<file path="src/rtl/cpu_clk_enable_gen_if.sv">
// Board-side control and status bundle for the CPU tick generator.
// master: drives button, mode, rate select, burst length and halt; observes tick outputs.
// slave:  the tick generator itself; consumes the controls and drives cpuEn/busy/btnLevel/tickCount.
interface cpu_clk_enable_gen_if #(
   parameter int RSEL_W  = 1,
   parameter int BURST_W = 8,
   parameter int TICK_W  = 16
);
   logic                clkBtn;     // raw step button, active-low, asynchronous
   logic [1:0]          mode;       // 00 step, 01 burst, 10 divided, 11 full speed
   logic [RSEL_W-1:0]   rateSel;    // divider table index
   logic [BURST_W-1:0]  burstLen;   // ticks per burst
   logic                haltReq;    // freezes tick generation
   logic                cpuEn;      // one-cycle CPU clock enable
   logic                busy;       // burst in progress
   logic                btnLevel;   // debounced button level, 1 = released
   logic [TICK_W-1:0]   tickCount;  // wrapping count of cpuEn pulses

   modport master (
      output clkBtn, mode, rateSel, burstLen, haltReq,
      input  cpuEn, busy, btnLevel, tickCount
   );

   modport slave (
      input  clkBtn, mode, rateSel, burstLen, haltReq,
      output cpuEn, busy, btnLevel, tickCount
   );
endinterface

</file>
<file path="src/rtl/cpu_clk_enable_gen.sv">
// CPU tick generator: single-cycle clock enable in the board clock domain, with
// step / burst / divided / full-speed modes, button sync+debounce, halt and tick counter.
// Ports: clk, rst (sync, active-high), bus (slave modport: clkBtn, mode, rateSel,
// burstLen, haltReq in; cpuEn, busy, btnLevel, tickCount out, all registered).
module cpu_clk_enable_gen #(
   parameter int                         CNT_W      = 24,
   parameter int                         NUM_DIV    = 2,
   parameter logic [NUM_DIV*CNT_W-1:0]   RATE_DIVS  = {24'd1199999, 24'd11999999},
   parameter int                         RSEL_W     = 1,
   parameter int                         DEB_CYCLES = 120000,
   parameter int                         BURST_W    = 8,
   parameter int                         TICK_W     = 16
) (
   input  logic                    clk,
   input  logic                    rst,
   cpu_clk_enable_gen_if.slave     bus
);

   localparam int DEB_W = (DEB_CYCLES < 2) ? 1 : $clog2(DEB_CYCLES + 1);

   localparam logic [1:0] MODE_STEP  = 2'b00;
   localparam logic [1:0] MODE_BURST = 2'b01;
   localparam logic [1:0] MODE_DIV   = 2'b10;
   localparam logic [1:0] MODE_FULL  = 2'b11;

   // Button path
   logic               sync1, sync2;
   logic [DEB_W-1:0]   deb_cnt;
   logic               btn_lvl;
   logic               lvl_d;
   logic               press;

   // Tick path
   logic [1:0]         mode_q;
   logic [RSEL_W-1:0]  sel_q;
   logic [CNT_W-1:0]   div_cnt, div_nxt, div_max;
   logic [BURST_W-1:0] burst_cnt, burst_nxt;
   logic               busy_q, busy_nxt;
   logic               en_q, en_nxt;
   logic [TICK_W-1:0]  tick_q;
   logic               cfg_chg;
   logic               tc;

   // Out-of-range selects fall back to the last table entry.
   function automatic logic [CNT_W-1:0] div_of(input logic [RSEL_W-1:0] s);
      int idx;
      idx = (int'(s) >= NUM_DIV) ? NUM_DIV - 1 : int'(s);
      return RATE_DIVS[idx*CNT_W +: CNT_W];
   endfunction

   // Press is seen in the first cycle the debounced level reads low.
   assign press   = lvl_d & ~btn_lvl;
   assign div_max = div_of(sel_q);
   assign tc      = (div_cnt == div_max);
   assign cfg_chg = (bus.mode != mode_q) || (bus.rateSel != sel_q);

   always_comb begin
      en_nxt    = 1'b0;
      div_nxt   = div_cnt;
      burst_nxt = burst_cnt;
      busy_nxt  = busy_q;
      if (cfg_chg) begin
         // Any mode or rate change restarts timing and abandons a burst.
         div_nxt   = '0;
         burst_nxt = '0;
         busy_nxt  = 1'b0;
      end else if (!bus.haltReq) begin
         unique case (mode_q)
            MODE_STEP: begin
               en_nxt = press;
            end
            MODE_BURST: begin
               if (busy_q) begin
                  if (tc) begin
                     en_nxt    = 1'b1;
                     div_nxt   = '0;
                     burst_nxt = burst_cnt - BURST_W'(1);
                     busy_nxt  = (burst_cnt != BURST_W'(1));
                  end else begin
                     div_nxt = div_cnt + CNT_W'(1);
                  end
               end else if (press && (bus.burstLen != '0)) begin
                  burst_nxt = bus.burstLen;
                  busy_nxt  = 1'b1;
                  div_nxt   = '0;
               end
            end
            MODE_DIV: begin
               if (tc) begin
                  en_nxt  = 1'b1;
                  div_nxt = '0;
               end else begin
                  div_nxt = div_cnt + CNT_W'(1);
               end
            end
            MODE_FULL: begin
               en_nxt = 1'b1;
            end
            default: begin
               en_nxt = 1'b0;
            end
         endcase
      end
   end

   always_ff @(posedge clk) begin
      if (rst) begin
         sync1     <= 1'b1;
         sync2     <= 1'b1;
         deb_cnt   <= '0;
         btn_lvl   <= 1'b1;
         lvl_d     <= 1'b1;
         mode_q    <= bus.mode;
         sel_q     <= bus.rateSel;
         div_cnt   <= '0;
         burst_cnt <= '0;
         busy_q    <= 1'b0;
         en_q      <= 1'b0;
         tick_q    <= '0;
      end else begin
         sync1 <= bus.clkBtn;
         sync2 <= sync1;
         lvl_d <= btn_lvl;
         // Accept a new level only after DEB_CYCLES consecutive disagreeing samples.
         if (sync2 != btn_lvl) begin
            if (deb_cnt == DEB_W'(DEB_CYCLES - 1)) begin
               btn_lvl <= sync2;
               deb_cnt <= '0;
            end else begin
               deb_cnt <= deb_cnt + DEB_W'(1);
            end
         end else begin
            deb_cnt <= '0;
         end

         mode_q    <= bus.mode;
         sel_q     <= bus.rateSel;
         div_cnt   <= div_nxt;
         burst_cnt <= burst_nxt;
         busy_q    <= busy_nxt;
         en_q      <= en_nxt;
         tick_q    <= tick_q + TICK_W'(en_nxt);
      end
   end

   assign bus.cpuEn     = en_q;
   assign bus.busy      = busy_q;
   assign bus.btnLevel  = btn_lvl;
   assign bus.tickCount = tick_q;

endmodule
</file>
<file path="src/flat_wrapper.sv">
// flat-port wrapper written by rule: the top's interface ports become plain ports
module cpu_clk_enable_gen_flat 
#(
   parameter int                         CNT_W      = 24,
   parameter int                         NUM_DIV    = 2,
   parameter logic [NUM_DIV*CNT_W-1:0]   RATE_DIVS  = {24'd1199999, 24'd11999999},
   parameter int                         RSEL_W     = 1,
   parameter int                         DEB_CYCLES = 120000,
   parameter int                         BURST_W    = 8,
   parameter int                         TICK_W     = 16
)
  (clk, rst, bus_clkBtn, bus_mode, bus_rateSel, bus_burstLen, bus_haltReq, bus_cpuEn, bus_busy, bus_btnLevel, bus_tickCount);
  cpu_clk_enable_gen_if #(.RSEL_W(RSEL_W), .BURST_W(BURST_W), .TICK_W(TICK_W)) bus_i ();
  input  logic clk;
  input  logic rst;
  input wire logic [$bits(bus_i.clkBtn)-1:0] bus_clkBtn;
  input wire logic [$bits(bus_i.mode)-1:0] bus_mode;
  input wire logic [$bits(bus_i.rateSel)-1:0] bus_rateSel;
  input wire logic [$bits(bus_i.burstLen)-1:0] bus_burstLen;
  input wire logic [$bits(bus_i.haltReq)-1:0] bus_haltReq;
  output wire logic [$bits(bus_i.cpuEn)-1:0] bus_cpuEn;
  output wire logic [$bits(bus_i.busy)-1:0] bus_busy;
  output wire logic [$bits(bus_i.btnLevel)-1:0] bus_btnLevel;
  output wire logic [$bits(bus_i.tickCount)-1:0] bus_tickCount;
  assign bus_i.clkBtn = bus_clkBtn;
  assign bus_i.mode = bus_mode;
  assign bus_i.rateSel = bus_rateSel;
  assign bus_i.burstLen = bus_burstLen;
  assign bus_i.haltReq = bus_haltReq;
  assign bus_cpuEn = bus_i.cpuEn;
  assign bus_busy = bus_i.busy;
  assign bus_btnLevel = bus_i.btnLevel;
  assign bus_tickCount = bus_i.tickCount;
  cpu_clk_enable_gen #(.CNT_W(CNT_W), .NUM_DIV(NUM_DIV), .RATE_DIVS(RATE_DIVS), .RSEL_W(RSEL_W), .DEB_CYCLES(DEB_CYCLES), .BURST_W(BURST_W), .TICK_W(TICK_W)) u_core (.clk(clk), .rst(rst), .bus(bus_i));
endmodule
</file>
<file path="config.mk">
export PLATFORM = sky130hd
export DESIGN_NAME = cpu_clk_enable_gen_flat
export DESIGN_NICKNAME = d
export VERILOG_FILES = /design/src/rtl/cpu_clk_enable_gen_if.sv /design/src/rtl/cpu_clk_enable_gen.sv /design/src/flat_wrapper.sv
export SDC_FILE = /design/constraint.sdc
export NUM_CORES = 1
export LEC_CHECK = 0
export CAP_MARGIN = 20
export CORE_AREA = 2 2 86 88
export CTS_BUF_LIST = sky130_fd_sc_hd__clkbuf_2 sky130_fd_sc_hd__clkbuf_4 sky130_fd_sc_hd__clkbuf_8
export DETAILED_ROUTE_END_ITERATION = 16
export DIE_AREA = 0 0 88 90
export DONT_BUFFER_PORTS = 1
export PLACE_DENSITY_LB_ADDON = 0.05
export SLEW_MARGIN = 0
export SYNTH_ARGS = -nofsm -noshare
export SYNTH_HDL_FRONTEND = slang
export SYNTH_SLANG_ARGS = --single-unit
</file>
<file path="constraint.sdc">
create_clock -name clk -period 3.2 [get_ports clk]
set_input_delay 0.64 -clock clk [delete_from_list [all_inputs] [get_ports clk]]
set_output_delay 0.64 -clock clk [all_outputs]
set_load 0.01 [all_outputs]
</file>
Word-level counts from Yosys, hierarchy flattened --
Cells that the tools add are included.
Word-level totals: register bits 74, input port bits 15, output and inout bits 19, word-level logic and storage cells 60
Cells by class: $add $sub $neg 4, multipliers 1, equality and inequality tests 11, shifts and indexed selects 1, muxes and demuxes 15, bitwise logic cells 4, reductions and logical operators 12
Operator list (number):
- $mux W24 | 3
- $pmux W24 S2 | 1
- $shiftx A48 B32 Y24 const A | 1
- $add A24 B1 Y24 const B | 1
- $eq A24 B24 Y1 | 1
- $mux W8 | 3
- $add A17 B1 Y17 const B | 1
- $eq A17 B17 Y1 const B | 1
- $add A16 B1 Y16 | 1
- $ne A8 B1 Y1 const B | 1
- $reduce_bool A8 Y1 | 1
- $sub A8 B1 Y8 const B | 1
- $mux W1 | 7
- $eq A2 B2 Y1 const B | 2
- $pmux W1 S4 | 1
- $reduce_and A2 Y1 | 2
- $reduce_and A4 Y1 | 1
- $reduce_bool A2 Y1 | 2
- $mul A1 B2 Y3 const B | 1
- $ne A3 B1 Y1 const B | 1
- $not A1 Y1 | 3
- $reduce_and A3 Y1 | 1
- $reduce_or A3 Y1 | 1
- $eq A2 B1 Y1 const B | 1
- other kinds (8) | 9

Logic depth before layout (Yosys ltp) --
Gate-level depths: netlist of the first run.
depth after elaboration 9, depth in mapped cells 13

Worst setup path after synthesis of the first run --
No wires, ideal clock.
path kind reg-to-reg, start point register u_core.div_cnt[16], end point register u_core.tick_q[15], in the netlist u_core.bus.tickCount[15], arrival 2.609 ns, data required time 3.072 ns, slack 0.463 ns, cell stages (with the launch flop) 12, path through dfxtp_1 or4_1 mux2_2 nor3_4 a211o_1 and3_1 ha_1 nand3_1 nor3_1 nand3_1 xor2_1 nor2_1
Between the ends: cells in the longest elaborated chain, start to end 7
RTL lines:
- start: declaration | RTL line cpu_clk_enable_gen.sv:36 | logic [CNT_W-1:0] div_cnt, div_nxt, div_max;
- start signal: assignment | RTL line cpu_clk_enable_gen.sv:138 | div_cnt <= div_nxt;
- $eq A24 B24 Y1 * | RTL line cpu_clk_enable_gen.sv:54 | assign tc = (div_cnt == div_max);
- $mux W1 * | RTL line cpu_clk_enable_gen.sv:74, cpu_clk_enable_gen.sv:89
- $mux W1 | RTL line cpu_clk_enable_gen.sv:73 | if (busy_q) begin
- $pmux W1 S4 * | RTL line cpu_clk_enable_gen.sv:68 | unique case (mode_q)
- $mux W1 * | RTL line cpu_clk_enable_gen.sv:67 | end else if (!bus.haltReq) begin
- $mux W1 * | RTL line cpu_clk_enable_gen.sv:62 | if (cfg_chg) begin
- via u_core.en_nxt | RTL line cpu_clk_enable_gen.sv:39 | logic en_q, en_nxt;
- $add A16 B1 Y16 * | RTL line cpu_clk_enable_gen.sv:142 | tick_q <= tick_q + TICK_W'(en_nxt);
- end signal: assignment | RTL line cpu_clk_enable_gen.sv:142
- end: declaration | RTL line cpu_clk_enable_gen.sv:40 | logic [TICK_W-1:0] tick_q;
The timed path passes the listed nets; every way through them passes the cells marked *. A chain may end at the register's enable or synchronous reset.

Final worst setup path of the first run --
start point register u_core.div_cnt[16], end point register u_core.tick_q[10], in the netlist u_core.bus.tickCount[10]
Same word-level chain as after synthesis.

==> impl_metrics.ini, run 1 <==
[outcome]
status = finished clean

[clock_tree]
clock-sinks = 74
post-cts-setup-buffer-count = 0
root_buffer = clkbuf_8
cts_resized = 0
clock_path_buffers = 2
path_clk_slew_ps = 80
clk_latency_ps = 350
htree_levels = 3
cts_buffers = 9
holdBufCountCts = 0
cts_tree = done

[logic_synthesis]
yosysSeqAreaShare = 0.398
synth_enable_flop_cells = 0
mappedNetlistArea_mm2 = 0.00372
avgSynthCellArea_um2 = 8.83
synth_fa_ha_area_frac = 0.0336
synth.largest_area_cell = dfxtp_1
synth.top_cell.area_share = 0.398
synthCells = 422
ys_warn_count = 0
synthXorXnorAreaFrac = 0.0941
syn-num-nets = 447
synth_seq_cells = 74
synth_top_family_by_area = simple AND/OR/NAND/NOR gates
async_flop_share = 0
synth_most_common_cell = dfxtp_1
synth_mux_area_frac = 0.0165
netlist_top_cells_count = dfxtp_1 (74), nor2_1 (43), xor2_1 (27)
synthTopCellsByArea = dfxtp_1 (40%), xor2_1 (6.3%), nor2_1 (4.3%)
synth_simple_gate_area_frac = 0.287
synth_compound_area_frac = 0.138
ys_types = 58
synthFlopType = dfxtp_1

[place]
dp_hpwl_um = 5810
dp_slack_ps = 183
gp_congestion = 0.843
place_area_mm2 = 0.00383
numPortBuffers = 0

[worst_setup_path]
arrival_ps = 3230
cp.required_ps = 3450
crit_path_end_kind = flip-flop
crit_fanout = 7
start_kind = flip-flop
path_class = flip-flop to flip-flop

[die]
initial_utilization = 0.531
fp.dieH_um = 90
fp.dieArea_mm2 = 0.00792
die_x_um = 88
rows = 31
core_area_mm2 = 0.00702
io_pins = 34

[global_route]
antenna_found_initial = 0
grt_use_total = 0.226
busiest_layer = met1
grt_pass1_wl_um = 14300
met1_usage = 0.328
met2_usage = 0.311
grt_overflow = 0
grt_pass1_vias = 2936
grt_max_degree = 24
use_met3 = 0.0680

[sta]
min_period_over_period = 0.931
setup_viol = 0
tightest_slew_ps = 643
maxSlewHeadroom = 0.567
hold_viol_final = 0
maxSlewViolCount = 0
worst_slack_ps = 220
finalSetupTns_ps = 0
fmax_mhz = 336
fin_skew_ps = 12.6
fin_crit_ps = 2980
rsz0062_at_grt = no

[power]
peakVddDrop_uv = 236
p_per_area_mw_per_mm2 = 427
p_leak_nw = 1.30

[layout]
nets = 450
syn_to_final_growth_pct = 8.43
design_area_mm2 = 0.00404
num_antenna_cells = 0
drive_gt1_frac = 0.0884

[min_path]
hold_class = input pin to flip-flop

[route]
drtIter0Drc = 128
firstDrtPassIters = 4
wl_per_cell_um = 15.5
via_count = 3087
ant_nets = 0
vias_per_cell = 5.84
drt_wl_total_um = 8180
drc = 0

[run]
maxCapViolCount = 0
## path summary, 6_finish.rpt
kind / start / to / slack (ps) / cells past startpoint
worst max-delay path: u_core.div_cnt[16] / u_core.bus.tickCount[10] / 220 / 12
worst min-delay path: bus_mode[1] / u_core.mode_q[1] / 310 / 0
worst max register to register: u_core.div_cnt[16] / u_core.bus.tickCount[10] / 220 / 12
worst min register to register: u_core.sync1 / u_core.sync2 / 420 / 1
## sequential cells by signal (all words and copies together) (netlist names)
register	cells
u_core.sync2	1
u_core.lvl_d	1
u_core.bus.btnLevel	1
u_core.div_cnt	24
u_core.sel_q	1
u_core.bus.tickCount	16
u_core.bus.busy	1
u_core.deb_cnt	17
u_core.sync1	1
u_core.burst_cnt	8
u_core.bus.cpuEn	1
u_core.mode_q	2
## through the flow
step / power (W) / hold slack (ps) / instances / utilization
global route: 0.00179 / 292 / 529 / 0.575
floorplan: 0.000994 / 389 / 422 / -
global placement: 0.00101 / 395 / 513 / 0.545
finish: 0.00172 / 310 / 529 / 0.575
detailed placement: 0.00101 / 411 / 513 / 0.545
CTS: 0.00175 / 297 / 529 / 0.574
## logic make-up after synthesis
logic type      count (synthesis)
compound gates                 73
fa+ha+maj                      10
mux                             6
flops                          74
simple gates                  193
xor+xnor                       40
buf+inv                        26
## placed cells by master, fill, tap and decap left out, types with 13 or more instances in the layout
master / Yosys / routed
xnor2_1: 13 / 13
a211oi_1: 13 / 13
or3_1: 16 / 16
nor3_1: 19 / 17
xor2_1: 27 / 27
nand3_1: 24 / 24
o21ai_0: 17 / 17
nand2_1: 24 / 24
nor2_1: 43 / 43
dfxtp_1: 74 / 74
## metal layers
layer  up-vias  wire length [µm]
met5         -                 0
met3         6               432
met4         0                95
li1       1548                 -
met1      1462              4040
met2        71              3610
## worst max-delay path, stage by stage (launching register included)
cell     delay [ps]
dfxtp_1         370
or4_1           550
mux2_2          320
nor3_4          210
a211o_1         160
and3_1          190
ha_1            200
ha_1            210
nand2_1         130
nor2_1          150
and4_1          220
xnor2_1         120
nor2_1           60
## layout make-up
class | count | area [µm²]
inverters | 9 | 33.8
flip-flops and latches | 74 | 1480
repair buffers | 9 | 67.6
clock buffers | 10 | 138
multi-input cells | 322 | 2130
well taps | 99 | 124
fillers | 643 | 2980
clock inverters | 6 | 65.1
## report_power, final
part           internal [W]  leakage, nW  switching (W)  total (W)
clock network      0.000383        0.103       0.000358   0.000740
registers          0.000924        0.598     0.00000439   0.000928
logic             0.0000197        0.604      0.0000357  0.0000554
total               0.00133         1.30       0.000398    0.00172
Note: power is estimated with default switching activity, not from simulation.
==> run 2, diff against run 1 <==
--- a/config.mk
+++ b/config.mk
@@ -5,11 +5,12 @@
 export SDC_FILE = /design/constraint.sdc
 export NUM_CORES = 1
 export LEC_CHECK = 0
+export ABC_AREA = 1
 export CAP_MARGIN = 20
-export CORE_AREA = 2 2 86 88
+export CORE_AREA = 2 2 87 89
 export CTS_BUF_LIST = sky130_fd_sc_hd__clkbuf_2 sky130_fd_sc_hd__clkbuf_4 sky130_fd_sc_hd__clkbuf_8
 export DETAILED_ROUTE_END_ITERATION = 16
-export DIE_AREA = 0 0 88 90
+export DIE_AREA = 0 0 89 91
 export DONT_BUFFER_PORTS = 1
 export PLACE_DENSITY_LB_ADDON = 0.05
 export SLEW_MARGIN = 0
==> impl_metrics.ini, run 2 <==
[outcome]
status = finished clean

[logic_synthesis]
synthFlopType = dfxtp_1
synthCells = 639
netlist_top_cells_count = nand2_1 (159), nor2_1 (104), inv_1 (88)
ys_types = 36
mappedNetlistArea_mm2 = 0.00414
synth_enable_flop_cells = 0
ys_warn_count = 0
synthTopCellsByArea = dfxtp_1 (36%), nand2_1 (14%), nor2_1 (9.4%)
synth_most_common_cell = nand2_1
synth_seq_cells = 74
synth_fa_ha_area_frac = 0.0302
synth.largest_area_cell = dfxtp_1
avgSynthCellArea_um2 = 6.48
synth.top_cell.area_share = 0.358
synthXorXnorAreaFrac = 0.0296
synth_simple_gate_area_frac = 0.401
syn-num-nets = 664
synth_mux_area_frac = 0
yosysSeqAreaShare = 0.358
async_flop_share = 0
synth_compound_area_frac = 0.0765
synth_top_family_by_area = simple AND/OR/NAND/NOR gates

[place]
gp_congestion = 0.931
dp_hpwl_um = 6880
numPortBuffers = 0
place_area_mm2 = 0.00422

[global_route]
use_met3 = 0.0382
grt_use_total = 0.245
grt_pass1_wl_um = 16000
grt_pass1_vias = 3611
grt_overflow = 0
met2_usage = 0.388
antenna_found_initial = 0
busiest_layer = met2
grt_max_degree = 21
met1_usage = 0.334

[die]
io_pins = 34
fp.dieH_um = 91
initial_utilization = 0.580
fp.dieArea_mm2 = 0.00810
rows = 31
die_x_um = 89
core_area_mm2 = 0.00714

[layout]
drive_gt1_frac = 0.0740
largest_reg_flops = 24
final_common_cell = nand2_1
final_cell_mix = nand2_1 (159), nor2_1 (103), inv_1 (88)
nets = 669
fillers = 721
design_area_mm2 = 0.00444
regMostFlops = u_core.div_cnt
num_antenna_cells = 0
syn_to_final_growth_pct = 7.34

[worst_setup_path]
path_cells = ha_1 -> nand2_1 -> nor2_4 -> nand3_4 -> a21oi_4 -> nand4_1 -> nand3_1 -> nand2_1 -> inv_1 -> ha_1 -> nand3_1 -> nor2_1 -> nand2_1 -> nor2_1 -> nand3_1 -> nor2_1 -> nand3_1 -> nand2_1 -> nor2_1
crit_fanout = 4
crit_path_end_kind = flip-flop
start_kind = flip-flop
arrival_ps = 3090
max_stage_delay_ps = 350
path_class = flip-flop to flip-flop
cp_slowest_cell = dfxtp_1
cp.required_ps = 3440

[sta]
maxSlewViolCount = 0
fin_skew_ps = 12.6
tightest_slew_ps = 477
fin_crit_ps = 2860
finalSetupTns_ps = 0
maxSlewHeadroom = 0.679
fmax_mhz = 350
rsz0062_at_grt = no
min_period_over_period = 0.893
setup_viol = 0
hold_viol_final = 0

[clock_tree]
clock_path_buffers = 2
htree_levels = 3
path_clk_slew_ps = 80
cts_tree = done
clk_latency_ps = 350
cts_buffers = 9
root_buffer = clkbuf_8
clock-sinks = 74

[min_path]
hold_class = input pin to flip-flop

[run]
maxCapViolCount = 0

[route]
drt_wl_total_um = 9400
firstDrtPassIters = 5
drc = 0
ant_nets = 0
wl_per_cell_um = 12.6
vias_per_cell = 5.21
via_count = 3896
drtIter0Drc = 270

[power]
p_per_area_mw_per_mm2 = 397
p_leak_nw = 1.74
peakVddDrop_uv = 265
-- run 2: cell types whose count changed in the layout (fill, tap and decap cells not counted), sizes merged, moves of 7 or more --
cell	before	now
nand3	24	60
nor2b	7	0
nand2	24	165
o2111ai	7	0
a211oi	13	0
nor2	43	108
xor2	27	6
a21oi	11	26
inv	10	90
or3	16	0
o21ai	18	27
-- run 2: power by group --
part / switching [W] / internal [W]
clock network: 0.000351 / 0.000400
logic: 0.0000570 / 0.0000272
registers: 0.00000565 / 0.000924
-- run 2: metrics by stage --
stage	hold slack [ps]	setup WS (ps)	util	total power, W	cells
after global routing	314	32.7	0.623	0.00183	748
final	324	343	0.623	0.00176	748
after CTS	310	238	0.619	0.00178	746
after detailed placement	409	252	0.591	0.00103	730
after floorplan	389	620	-	0.00102	639
after global placement	397	374	0.591	0.00103	730
-- run 2: critical path: cells and delay by family, from the launching register on --
family,cells,cell delay [ps]
AO/OA/AOI/OAI,1,190
adder cells (fa/ha/maj),2,350
buffers and inverters,1,70
flip-flops,1,350
AND/OR/NAND/NOR,15,1760
-- run 2: final cells by class --
type | count | area, µm² | share of cell area
clock inverters | 4 | 51.3 | 0.0115
clock buffers | 12 | 153 | 0.0343
repair buffers | 8 | 60.1 | 0.0135
flip-flops and latches | 74 | 1480 | 0.334
inverters | 91 | 342 | 0.0769
multi-input cells | 460 | 2230 | 0.502
well taps | 99 | 124 | 0.0279
-- run 2: logic make-up after synthesis --
logic type / Yosys count
simple gates: 378
xor+xnor: 14
buf+inv: 105
compound gates: 58
flops: 74
fa+ha+maj: 10
-- run 2: final timing paths --
path,startpoint,end,slack [ps],depth (start not counted)
max reg2reg,u_core.div_cnt[1],u_core.bus.tickCount[15],340,19
max,u_core.div_cnt[1],u_core.bus.tickCount[15],340,19
min reg2reg,u_core.sync1,u_core.sync2,430,1
min,bus_rateSel,u_core.sel_q,320,0
-- run 2: routing by layer --
metal	part of all wire	up-vias
met2	0.46	102
li1	-	2022
met5	0	-
met1	0.46	1755
met4	0.021	0
met3	0.057	17
-- run 2: timing repair --
item                                    in CTS  in global routing
buffers inserted                             0                  2
gates resized for setup                      0                  4
hold buffers                                 0                  0
endpoints found under the setup margin       0                  2
==> patch 1, RTL diff (settings of run 1) <==
`CNT_W` is set to 24 in 2 places; all go to 32.
--- a/src/rtl/cpu_clk_enable_gen.sv
+++ b/src/rtl/cpu_clk_enable_gen.sv
@@ -5,3 +5,3 @@
 module cpu_clk_enable_gen #(
-   parameter int                         CNT_W      = 24,
+   parameter int                         CNT_W      = 32,
    parameter int                         NUM_DIV    = 2,
--- a/src/flat_wrapper.sv
+++ b/src/flat_wrapper.sv
@@ -3,3 +3,3 @@
 #(
-   parameter int                         CNT_W      = 24,
+   parameter int                         CNT_W      = 32,
    parameter int                         NUM_DIV    = 2,
Formal check against the unedited RTL: no difference found for any inputs over 4 cycles, from zero or initial values and one cycle with rst high; that may be too few to reach the edited logic, so the function may still have changed.
==> patch 1 against run 1 <==
Total power up 11%; setup slack improved by 0.14 ns; final area grew 5.0%; first-iteration DRC count is 52% higher; worst hold slack improved by 0.0054 ns; clock skew about the same; wire length shrank 4.3%; synthesized area is 4.2% higher; cell count rose by 6.2%; non-clock buffer count fell by 1; sequential cell count grew 8; sequential power rose by 11%; maximum frequency is 5.1% higher; largest power group unchanged; highest routed layer unchanged.
==> patch 1: results (changes against run 1) <==
stage	metric	value	unit	change
critical_path	Max stage delay on crit path	0.38	ns	-0.17 ns
final_layout	max reg flops	32		+33%
synth	yosys warns	0		unchanged
global_route	met3 Usage GRT	4.68	%	-2.1 points
synth	Synth top cells by count	dfxtp_1 (82), nor2_1 (76), xnor2_1 (35), nand3_1 (26), nand2_1 (25)		
hold_path	Hold Path Class	in -> reg		
pwr	maximum vdd ir drop	0.000234	V	-0.78%
synth	Seq/Total Area, Yosys	42.3	%	+2.5 points
critical_path	CP max FO	3		-4
pwr	P_int	0.00152	W	+14%
critical_path	slowest cell on the critical path	a2111oi_4		
clock_tree	H-tree depth	3		unchanged
synth	Post-Synth Adder-Cell Area	3.22	%	-0.14 points
global_route	initial antenna violation count	0		unchanged
clock_tree	Root Buffer	clkbuf_8		
final_layout	fraction of layout cells with a size suffix above 1	6.91	%	-1.9 points
critical_path	Top delay family on crit path	simple AND/OR/NAND/NOR gates		
clock_tree	hold_buf cts	0		unchanged
final_layout	number of fillers in the final layout	638		-0.78%
clock_tree	Post-CTS Resized	0		unchanged
clock_tree	Clock transition at path regs	0.08	ns	about the same
global_route	vias in the first global route	2992		+1.9%
final_layout	nets@finish	483		+7.3%
critical_path	data arrival time of the worst path	3.09	ns	-0.14 ns
synth	xor/xnor share of the synthesized area	12.2	%	+2.8 points
drt	First-pass DRT Iterations	4		unchanged
placement	# port buffers	0		unchanged
placement	GPL Wtd Cong	0.833		-1.2%
clock_tree	Post-CTS Setup Inserts	0		unchanged
synth	multiplexer share of the synthesized area	1.06	%	-0.58 points
global_route	first-pass GRT wire length	14000	um	-2.4%
clock_tree	clock latency on the worst-skew pair	0.35	ns	about the same
pwr	Pleak	1.35	nW	+3.5%
placement	DP Worst Slack	0.203	ns	+0.0198 ns
synth	largest cells by area after synthesis	dfxtp_1 (42%), xnor2_1 (7.9%), nor2_1 (7.3%)		
drt	wire per inst	13.9	um	-9.9%
timing	relative slew slack	62.4	%	+5.7 points
synth	Cell variety after synth	50		-14%
drt	drt first-iter violations	195		+52%
outcome	status	finished, final reports clean		
placement	Final HPWL DP	5560	um	-4.3%
global_route	total track usage	21.8	%	-0.78 points
global_route	met1 Usage GRT	31.3	%	-1.5 points
drt	routed vias/inst	5.50		-5.8%
synth	Post-synth ARST share	0	%	unchanged
timing	Layout Skew	0.0131	ns	+0.000471 ns
global_route	largest net degree at the start of global routing	33		+38%
clock_tree	Max Root-Sink Buffers	2		unchanged
synth	compound-cell area share of the yosys netlist	9.64	%	-4.2 points
global_route	GRT met2 Usage	32.4	%	+1.3 points
patch 1: cell types whose count changed in the layout (fill, tap and decap cells not counted), moves of 4 or more:
cell              run 1  this run
a211oi_1             13         4
a21oi_1              11        15
and3_1                6        15
dfxtp_1              74        82
inv_1                 9        15
nor2_1               43        76
nor3_1               17         9
nor4_1                5        10
o2111ai_1             7         1
or3_1                16         9
xnor2_1              13        35
xor2_1               27        19
patch 1: final timing paths:
check / start / endpoint / slack [ns] / cells after the start
hold / removal: bus_mode[1] / u_core.mode_q[1] / 0.31 / 0
hold reg to reg: u_core.sync1 / u_core.sync2 / 0.43 / 1
setup / recovery: u_core.div_cnt[0] / u_core.bus.tickCount[15] / 0.36 / 12
setup reg to reg: u_core.div_cnt[0] / u_core.bus.tickCount[15] / 0.36 / 12
patch 1: power groups by stage:
stage               clock, W  sequential, W  combinational (W)
floorplan                  0        0.00105          0.0000348
global placement           0        0.00105          0.0000401
detailed placement         0        0.00105          0.0000399
CTS                 0.000863        0.00103          0.0000403
global route        0.000908        0.00103          0.0000443
finish              0.000838        0.00103          0.0000398
patch 1: cell type report:
class                   count  area share (%)
flip-flops and latches     82            38.7
clock inverters             4            1.77
inverters                  15            1.33
clock buffers              12            3.60
well taps                  99            2.92
multi-input cells         342            50.3
repair buffers              8            1.42
patch 1: per-layer routing:
layer / share of wire [%] / vias up
li1: - / 1589
met1: 49 / 1418
met2: 45 / 71
met3: 4.7 / 11
met4: 1.6 / 0
met5: 0 / -
patch 1: cells by family (layout without fill, tap and decap cells):
group	count (synthesis)	count (layout)
compound gates	55	55
xor+xnor	54	54
fa+ha+maj	10	10
buf+inv	29	39
flops	82	82
mux	4	4
simple gates	219	219
patch 1: stage by stage:
stage | instance area, um2 | cells | hold WS, ns
global placement | 4010 | 546 | 0.416
finish | 4240 | 562 | 0.315
global route | 4240 | 562 | 0.293
CTS | 4240 | 562 | 0.299
detailed placement | 4010 | 546 | 0.422
floorplan | 3880 | 453 | 0.389
==> patch 2, RTL diff (flow settings as in run 1) <==
Without the edit above. Remove the case item `MODE_DIV` of the case on `mode_q`.
--- a/src/rtl/cpu_clk_enable_gen.sv
+++ b/src/rtl/cpu_clk_enable_gen.sv
@@ -87,10 +87,2 @@
             end
-            MODE_DIV: begin
-               if (tc) begin
-                  en_nxt  = 1'b1;
-                  div_nxt = '0;
-               end else begin
-                  div_nxt = div_cnt + CNT_W'(1);
-               end
-            end
             MODE_FULL: begin
Formal check against the unedited RTL: same outputs for any inputs over 4 cycles, from zero or initial values and one cycle with rst high; that may be too few to reach the edited logic, so the function may still have changed.
==> patch 2 against run 1 <==
Sequential cell count did not move; setup slack improved by 0.024 ns; wire length up 6.8%; synthesized area is 0.47% higher; synthesized cell count up 4.7%; sequential share of layout area fell by 0.33 points; final area is 0.90% higher.
Power is not compared: it rests on default switching activity, and its combinational part moved more than twofold at a synthesized area within 25%.
==> patch 2: results (changes against run 1) <==
stage	metric	value	unit	change
outcome	status	finished, final reports clean		
timing	relative slew slack	57.1	%	+0.37 points
final_layout	buffering overhead	2.03	%	+0.35 points
synth	Cells after Synth	442		+4.7%
final_layout	Non-clock inverters	10		+1
final_layout	Signal buffers	11		+2
placement	DP Worst Slack	0.265	ns	+0.0817 ns
global_route	largest net degree at the start of global routing	32		+33%
final_layout	clock network share of area	4.91	%	-0.11 points
global_route	first-pass GRT wire length	14500	um	+1.1%
drt	routed wire length	8740	um	+6.8%
global_route	total track usage	22.8	%	+0.16 points
placement	placed cell area	3860	um2	+0.92%
placement	GPL Wtd Cong	0.857		+1.7%
final_layout	nets@finish	462		+2.7%
synth	Seq/Total Area, Yosys	39.6	%	-0.19 points
synth	xor/xnor share of the synthesized area	10.3	%	+0.89 points
final_layout	multi-input gate share of total cell area	52.7	%	about the same
drt	routed vias/inst	5.94		+1.7%
timing	Layout Skew	0.0121	ns	-0.000536 ns
placement	Final HPWL DP	6070	um	+4.5%
critical_path	slowest cell on the critical path	dfxtp_1		
floorplanning	Initial Utilization	53.3	%	+0.25 points
final_layout	Util after Layout	58.0	%	+0.52 points
final_layout	fraction of layout cells with a size suffix above 1	8.52	%	-0.32 points
synth	compound-cell area share of the yosys netlist	13.8	%	about the same
final_layout	number of fillers in the final layout	657		+2.2%
placement	dpl cells	529		+3.1%
critical_path	CP max FO	5		-2
synth	Synth top cells by count	dfxtp_1 (74), nor2_1 (50), nand3_1 (31), nand2_1 (26), nor3_1 (26)		
synth	multiplexer share of the synthesized area	0.836	%	-0.81 points
==> patch 2: cell count changes in the layout (fill, tap and decap cells not counted), sizes merged, moves of 5 or more <==
cell / run 1 / this run
nor3: 21 / 27
or3: 16 / 8
a31oi: 3 / 10
nor2: 43 / 50
xnor2: 13 / 21
nand4b: 1 / 6
and3: 6 / 12
nand3: 24 / 31
o21ai: 18 / 8
nand4: 12 / 17
==> patch 2: routing by layer <==
layer  share of wire, %  track usage [%]  vias up
li1                   -                -     1614
met1                 47             30.6     1528
met2                 46             34.9       79
met3                5.0             5.60       15
met4                1.7             8.72        0
met5                  0                0        -
==> patch 2: path summary, 6_finish.rpt <==
| check | cells past startpoint | startpoint | end | slack, ns |
|---|---|---|---|---|
| max reg2reg | 13 | u_core.div_cnt[0] | u_core.bus.tickCount[14] | 0.24 |
| min reg2reg | 1 | u_core.sync1 | u_core.sync2 | 0.41 |
| max | 13 | u_core.div_cnt[0] | u_core.bus.tickCount[14] | 0.24 |
| min | 0 | bus_rateSel | u_core.sel_q | 0.31 |
